File: src/rtl/timer_stop_ctrl_pkg.sv
// Shared command codes, state encoding and helpers for the timer run/halt/step controller.
package timer_stop_ctrl_pkg;

  localparam int CMD_W = 3;

  localparam logic [CMD_W-1:0] CMD_NOP      = 3'd0;
  localparam logic [CMD_W-1:0] CMD_RUN      = 3'd1;
  localparam logic [CMD_W-1:0] CMD_HALT     = 3'd2;
  localparam logic [CMD_W-1:0] CMD_STEP_TP  = 3'd3;
  localparam logic [CMD_W-1:0] CMD_STEP_MCT = 3'd4;
  localparam logic [CMD_W-1:0] CMD_STEP_INS = 3'd5;
  localparam logic [CMD_W-1:0] CMD_BURST    = 3'd6;
  localparam logic [CMD_W-1:0] CMD_RSVD     = 3'd7;

  typedef enum logic [2:0] {
    ST_RUN      = 3'd0,
    ST_STOPPING = 3'd1,
    ST_HALTED   = 3'd2,
    ST_STEP_TP  = 3'd3,
    ST_STEP_MCT = 3'd4,
    ST_STEP_INS = 3'd5,
    ST_BURST    = 3'd6
  } state_e;

  // Commands that never raise CMD_ERR while a step or burst is in flight.
  function automatic logic is_quiet(input logic [CMD_W-1:0] cmd);
    return (cmd == CMD_NOP) || (cmd == CMD_HALT);
  endfunction

endpackage

File: src/rtl/timer_cmd_arb.sv
// Two-source fixed-priority command arbiter: host always wins over the panel.
// Handshake: a command transfers in any cycle where VALID && READY; the
// requester keeps CMD/ARG stable while VALID is high.
module timer_cmd_arb
  import timer_stop_ctrl_pkg::*;
#(
  parameter int CNT_W = 8
) (
  input  logic             accept_en_i,
  input  logic             h_valid_i,
  input  logic [CMD_W-1:0] h_cmd_i,
  input  logic [CNT_W-1:0] h_arg_i,
  input  logic             p_valid_i,
  input  logic [CMD_W-1:0] p_cmd_i,
  input  logic [CNT_W-1:0] p_arg_i,
  output logic             h_ready_o,
  output logic             p_ready_o,
  output logic             acc_o,
  output logic [CMD_W-1:0] cmd_o,
  output logic [CNT_W-1:0] arg_o
);

  assign h_ready_o = accept_en_i;
  assign p_ready_o = accept_en_i && !h_valid_i;
  assign acc_o     = (h_valid_i && h_ready_o) || (p_valid_i && p_ready_o);
  assign cmd_o     = h_valid_i ? h_cmd_i : p_cmd_i;
  assign arg_o     = h_valid_i ? h_arg_i : p_arg_i;

endmodule

File: src/rtl/timer_stop_ctrl.sv
// Run/halt/step controller driving the AGC timer STOP input; freezes only on
// timepulse, MCT or instruction boundaries.
module timer_stop_ctrl
  import timer_stop_ctrl_pkg::*;
#(
  parameter bit START_HALTED = 1'b1,
  parameter int CNT_W        = 8,
  parameter int MCT_CNT_W    = 16
) (
  input  logic                 SIM_CLK,
  input  logic                 RESET,
  input  logic                 TPEND,
  input  logic                 MCTEND,
  input  logic                 INSTEND,
  input  logic                 H_VALID,
  output logic                 H_READY,
  input  logic [CMD_W-1:0]     H_CMD,
  input  logic [CNT_W-1:0]     H_ARG,
  input  logic                 P_VALID,
  output logic                 P_READY,
  input  logic [CMD_W-1:0]     P_CMD,
  input  logic [CNT_W-1:0]     P_ARG,
  output logic                 STOP,
  output logic                 HALTED,
  output logic                 BUSY,
  output logic                 CMD_ERR,
  output logic [MCT_CNT_W-1:0] MCT_COUNT,
  output logic [2:0]           dbg_state_o
);

  localparam logic [CNT_W:0]     CNT_ONE  = {{CNT_W{1'b0}}, 1'b1};
  localparam logic [CNT_W:0]     CNT_FULL = {1'b1, {CNT_W{1'b0}}};
  localparam logic [MCT_CNT_W-1:0] MCT_ONE = {{(MCT_CNT_W-1){1'b0}}, 1'b1};

  state_e               state_q, state_d;
  logic [CNT_W:0]       cnt_q, cnt_d;
  logic [MCT_CNT_W-1:0] mct_q, mct_d;
  logic                 stop_q, stop_d;
  logic                 halted_q, halted_d;
  logic                 busy_q, busy_d;
  logic                 err_q, err_d;

  logic                 accept_en;
  logic                 acc;
  logic [CMD_W-1:0]     cmd;
  logic [CNT_W-1:0]     arg;

  assign accept_en = (state_q != ST_STOPPING);

  timer_cmd_arb #(.CNT_W(CNT_W)) u_arb (
    .accept_en_i (accept_en),
    .h_valid_i   (H_VALID),
    .h_cmd_i     (H_CMD),
    .h_arg_i     (H_ARG),
    .p_valid_i   (P_VALID),
    .p_cmd_i     (P_CMD),
    .p_arg_i     (P_ARG),
    .h_ready_o   (H_READY),
    .p_ready_o   (P_READY),
    .acc_o       (acc),
    .cmd_o       (cmd),
    .arg_o       (arg)
  );

  always_ff @(posedge SIM_CLK) begin
    if (RESET) begin
      state_q  <= START_HALTED ? ST_HALTED : ST_RUN;
      cnt_q    <= '0;
      mct_q    <= '0;
      stop_q   <= START_HALTED;
      halted_q <= START_HALTED;
      busy_q   <= 1'b0;
      err_q    <= 1'b0;
    end else begin
      state_q  <= state_d;
      cnt_q    <= cnt_d;
      mct_q    <= mct_d;
      stop_q   <= stop_d;
      halted_q <= halted_d;
      busy_q   <= busy_d;
      err_q    <= err_d;
    end
  end

  // Boundary pulses are ignored in HALTED: STOP is still high in that cycle.
  always_comb begin
    state_d = state_q;
    cnt_d   = cnt_q;
    err_d   = 1'b0;
    case (state_q)
      ST_RUN: begin
        if (acc) begin
          if (cmd == CMD_HALT) state_d = ST_STOPPING;
          else if ((cmd != CMD_RUN) && (cmd != CMD_NOP)) err_d = 1'b1;
        end
      end
      ST_STOPPING: begin
        if (MCTEND) state_d = ST_HALTED;
      end
      ST_HALTED: begin
        if (acc) begin
          case (cmd)
            CMD_RUN:      state_d = ST_RUN;
            CMD_STEP_TP:  state_d = ST_STEP_TP;
            CMD_STEP_MCT: state_d = ST_STEP_MCT;
            CMD_STEP_INS: state_d = ST_STEP_INS;
            CMD_BURST: begin
              state_d = ST_BURST;
              cnt_d   = (arg == '0) ? CNT_FULL : {1'b0, arg};
            end
            CMD_RSVD:     err_d = 1'b1;
            default:      ;
          endcase
        end
      end
      ST_STEP_TP: begin
        if (TPEND) state_d = ST_HALTED;
        if (acc && !is_quiet(cmd)) err_d = 1'b1;
      end
      ST_STEP_MCT: begin
        if (MCTEND) state_d = ST_HALTED;
        if (acc && !is_quiet(cmd)) err_d = 1'b1;
      end
      ST_STEP_INS: begin
        if (INSTEND) state_d = ST_HALTED;
        if (acc && !is_quiet(cmd)) err_d = 1'b1;
      end
      ST_BURST: begin
        // A HALT arriving with an MCTEND still waits for the following MCTEND.
        if (acc && (cmd == CMD_HALT)) begin
          state_d = ST_STOPPING;
        end else begin
          if (acc && (cmd != CMD_NOP)) err_d = 1'b1;
          if (MCTEND) begin
            cnt_d = cnt_q - CNT_ONE;
            if (cnt_q == CNT_ONE) state_d = ST_HALTED;
          end
        end
      end
      default: state_d = ST_HALTED;
    endcase
  end

  always_comb begin
    stop_d   = (state_d == ST_HALTED);
    halted_d = (state_d == ST_HALTED);
    busy_d   = (state_d != ST_HALTED) && (state_d != ST_RUN);
    mct_d    = (MCTEND && !stop_q) ? (mct_q + MCT_ONE) : mct_q;
  end

  assign STOP        = stop_q;
  assign HALTED      = halted_q;
  assign BUSY        = busy_q;
  assign CMD_ERR     = err_q;
  assign MCT_COUNT   = mct_q;
  assign dbg_state_o = state_q;

endmodule

File: config.mk
export PLATFORM = sky130hd
export DESIGN_NAME = timer_stop_ctrl
export DESIGN_NICKNAME = d
export VERILOG_FILES = /design/src/rtl/timer_stop_ctrl_pkg.sv /design/src/rtl/timer_cmd_arb.sv /design/src/rtl/timer_stop_ctrl.sv
export SDC_FILE = /design/constraint.sdc
export NUM_CORES = 1
export LEC_CHECK = 0
export CAP_MARGIN = 25
export CORE_ASPECT_RATIO = 2
export CORE_UTILIZATION = 32
export CTS_BUF_LIST = sky130_fd_sc_hd__clkbuf_8
export CTS_CLUSTER_SIZE = 10
export DETAILED_ROUTE_END_ITERATION = 8
export PLACE_DENSITY = 0.64
export SETUP_SLACK_MARGIN = 0.5
export SYNTH_ARGS = -nofsm -noshare
export SYNTH_HDL_FRONTEND = slang
export SYNTH_HIERARCHICAL = 1
export SYNTH_SLANG_ARGS = --single-unit
export TNS_END_PERCENT = 1
File: constraint.sdc
create_clock -name SIM_CLK -period 2.45 [get_ports SIM_CLK]
set_input_delay 0.6125 -clock SIM_CLK [delete_from_list [all_inputs] [get_ports SIM_CLK]]
set_output_delay 0.6125 -clock SIM_CLK [all_outputs]
set_load 0.01 [all_outputs]
==> flow_metrics.tcl <==
set metrics [dict create \
    status "finished, violations left" \
    violations "DRC" \
    grt_pass1_vias 1900 \
    io_pins 54 \
    htreeDepth 2 \
    rr_startpoint "dbg_state_o[2]$_SDFF_PP0_" \
    p_int_w 0.001203 \
    dr.first_iter.drc_count 66 \
    drt-total-wl_um 5120 \
    ant_nets 0 \
    power.density_nw_per_um2 588.0 \
    synthTopCellsByCount "31 x dfxtp_1, 30 x nor2_1, 22 x nand2_1, 12 x xor2_1, 11 x o21ai_0" \
    critical_path.startpoint_type "primary input" \
    gr-total-overflow 0 \
    p_leak_nw 1.152 \
    dr.pass1.iters 6 \
    ys_async_sr_fraction_pct 0 \
    yosysMostFrequentCell "dfxtp_1" \
    path_class "in -> reg" \
    slew_headroom_pct 70.70 \
    yosys.area.top_type_share_pct 32.27 \
    hold_buffers 0 \
    vias 1889 \
    cts_tree "built" \
    crit_fanout 8 \
    use_met3_pct 2.207 \
    ys.warnings.count 6 \
    use_met2_pct 32.62 \
    finalCritPeriodShare_pct 83.79 \
    clkTransAtPathRegs_ns 0.07 \
    hold_path.class "reg -> reg" \
    avgRoutedWirePerCell_um 14.22 \
    fp.dieW_um 56.82 \
    finish.utilization_pct 50.63 \
    place_congestion 0.8692 \
    drive_above_1_share_pct 21.40 \
    place.port_buffers 53 \
    r2r_slack_ns 0.56 \
    worst_pin_slew_ns 0.4381 \
    initial_core_util_pct 33.40 \
    netlist_area_sq_um 1923 \
    track_usage_pct 17.12 \
    grt_use_met1_pct 17.39 \
    ir_drop_mv 0.2663 \
    fill_cells 558 \
    combPwrFrac_pct 35.3 \
    cp_common_cell "buf_6" \
    timing.fmax_mhz 487.1 \
    synth_fp_nets 258 \
    post-route-drc-count 11 \
    dieArea_sq_um 6342 \
    p_clk_share_pct 30.7 \
    cts-root-buf "clkbuf_8" \
    crit_arrival_ns 2.23 \
    synth-seq-area-share_pct 32.27 \
    setup_viol_count_final 0 \
    ys.flop_type "dfxtp_1" \
    grt_first_pass_wirelength_um 8493 \
    power_switching_w 0.0005113 \
    maxCapViolCount 0 \
    cts_buffer_depth 2 \
    stdcell_area_sq_um 2915 \
    antenna_cells 0 \
    tns_ns 0 \
    syn_inst 226 \
    syn_area_per_cell_sq_um 8.509 \
    synth_largest_area_cell "dfxtp_1" \
    cp.required_ns 2.63 \
    grt_max_degree 21 \
    hpwl_um 3643 \
    fin_crit_ns 2.053 \
    startpoint "H_VALID" \
    postSynthRegisterBits 31 \
    hp-start "cnt_q[8]$_SDFFE_PP0P_" \
    rsz0062_at_grt "yes" \
    netSwitchingFraction_pct 29.83 \
    crit_chain "buf_6, buf_6, mux2_4, buf_6, and4bb_2, a211oi_4, buf_6, buf_6, buf_16, a22oi_2, nor2_1" \
    numCtsBuffers 5 \
    nNetsFinal 330 \
    cts_sinks 31 \
    grt_antenna_before_repair 0 \
    skew_ns 0.01024 \
    num_rows 39 \
    whs_ns 0.5213 \
    core_region_area_sq_um 5758 \
    critPathMaxStageDelay_ns 0.33 \
    synth_cell_types 58 \
    area_growth_pct 51.59 \
    vias_per_cell 5.247 \
    p_seq_share_pct 34.0 \
    synth_area_leaders "dfxtp_1 32%, mux2_4 6.2%, nor2_1 5.9%, xor2_1 5.5%, nand2_1 4.3%" \
    worst_setup_path_end_kind "flop" \
    busiest_layer "met2" \
    crit_slowest_cell "and4bb_2" \
    clk_latency_ns 0.28 \
    die_y_um 111.6 \
    slew_violations 0 \
    finalHoldViolCount 0 \
    placed_cell_area_sq_um 2597 \
    synth_edf_count 0 \
]
[placed cells by master, fill, tap and decap left out, types with 3 or more instances in the layout]
cell type	instances
a21oi_1	8
and4_1	3
buf_4	16
buf_6	6
clkbuf_8	6
clkdlybuf4s50_1	42
dfxtp_1	31
dlygate4sd2_1	7
ha_1	3
inv_1	4
mux2_4	9
nand2_1	21
nand2b_1	4
nand3_1	6
nand4_1	5
nor2_1	30
nor2b_1	3
nor4b_1	4
o21a_1	3
o21ai_0	8
o31ai_1	3
xnor2_1	5
xor2_1	12
[cell families after synthesis]
group,after synthesis,share of synthesized area [%]
XOR/XNOR,17,7.742
AND/OR/NAND/NOR,101,28.69
multiplexers,13,9.044
AO/OA/AOI/OAI,43,15.74
buffers and inverters,18,4.553
adder cells (fa/ha/maj),3,1.952
flip-flops,31,32.27
[registers in the layout (all words and copies together), names as in the netlist]
| signal | cells |
|---|---|
| MCT_COUNT | 16 |
| cnt_q | 9 |
| dbg_state_o | 3 |
| BUSY | 1 |
| CMD_ERR | 1 |
| HALTED | 1 |
[layer usage]
| layer | part of all wire (%) | wire length [um] |
|---|---|---|
| met3 | 2.9 | 149 |
| met2 | 57 | 2932 |
| met1 | 37 | 1894 |
| met5 | 0 | 0 |
| met4 | 2.8 | 143 |
[area by class of cell]
| class | instances | area, sq um | area share, % |
|---|---|---|---|
| clock inverters | 2 | 35.03 | 1.202 |
| multi-input cells | 178 | 1291 | 44.29 |
| repair buffers | 78 | 794.5 | 27.25 |
| well taps | 61 | 76.32 | 2.618 |
| clock buffers | 6 | 82.58 | 2.833 |
| inverters | 4 | 15.01 | 0.5150 |
| flip-flops and latches | 31 | 620.6 | 21.29 |
[through the flow]
| stage | std cells | setup slack (ns) | power (W) |
|---|---|---|---|
| 2_1_floorplan | 226 | 0.2458 | 0.0009097 |
| 3_3_place_gp | 343 | -0.1859 | 0.001089 |
| 3_5_place_dp | 343 | -0.2354 | 0.001096 |
| 4_1_cts | 359 | 0.3986 | 0.001711 |
| 5_1_grt | 360 | 0.3677 | 0.001807 |
| 6_report | 360 | 0.3972 | 0.001714 |
[repair_timing]
action / 4_1_cts / 5_1_grt
resized for setup: 32 / 4
cloned: 2 / 1
setup buffers: 6 / 0
setup endpoints to repair: 20 / 20
pin swaps: 13 / 5
[power by group through the flow]
| stage | Combinational, W | Clock (W) | Sequential (W) |
|---|---|---|---|
| 4_1_cts | 0.000595 | 0.000535 | 0.000581 |
| 3_3_place_gp | 0.000499 | 0 | 0.000591 |
| 5_1_grt | 0.000657 | 0.000562 | 0.000588 |
| 2_1_floorplan | 0.000315 | 0 | 0.000594 |
| 3_5_place_dp | 0.000505 | 0 | 0.000591 |
| 6_report | 0.000605 | 0.000527 | 0.000582 |
[worst max-delay path, delay by kind of cell]
kind | cells | cell delay [ns]
muxes | 1 | 0.31
AOI/OAI and AO/OA | 2 | 0.21
and+or+nand+nor | 2 | 0.39
buffers and inverters | 6 | 0.70
[path summary, 6_finish.rpt]
check	cells after the start	end
setup / recovery	11	cnt_q[6]$_SDFFE_PP0P_
hold / removal	2	cnt_q[8]$_SDFFE_PP0P_
setup reg to reg	10	cnt_q[5]$_SDFFE_PP0P_
hold reg to reg	2	cnt_q[8]$_SDFFE_PP0P_
No activity file was read; power rests on OpenSTA's default activity.
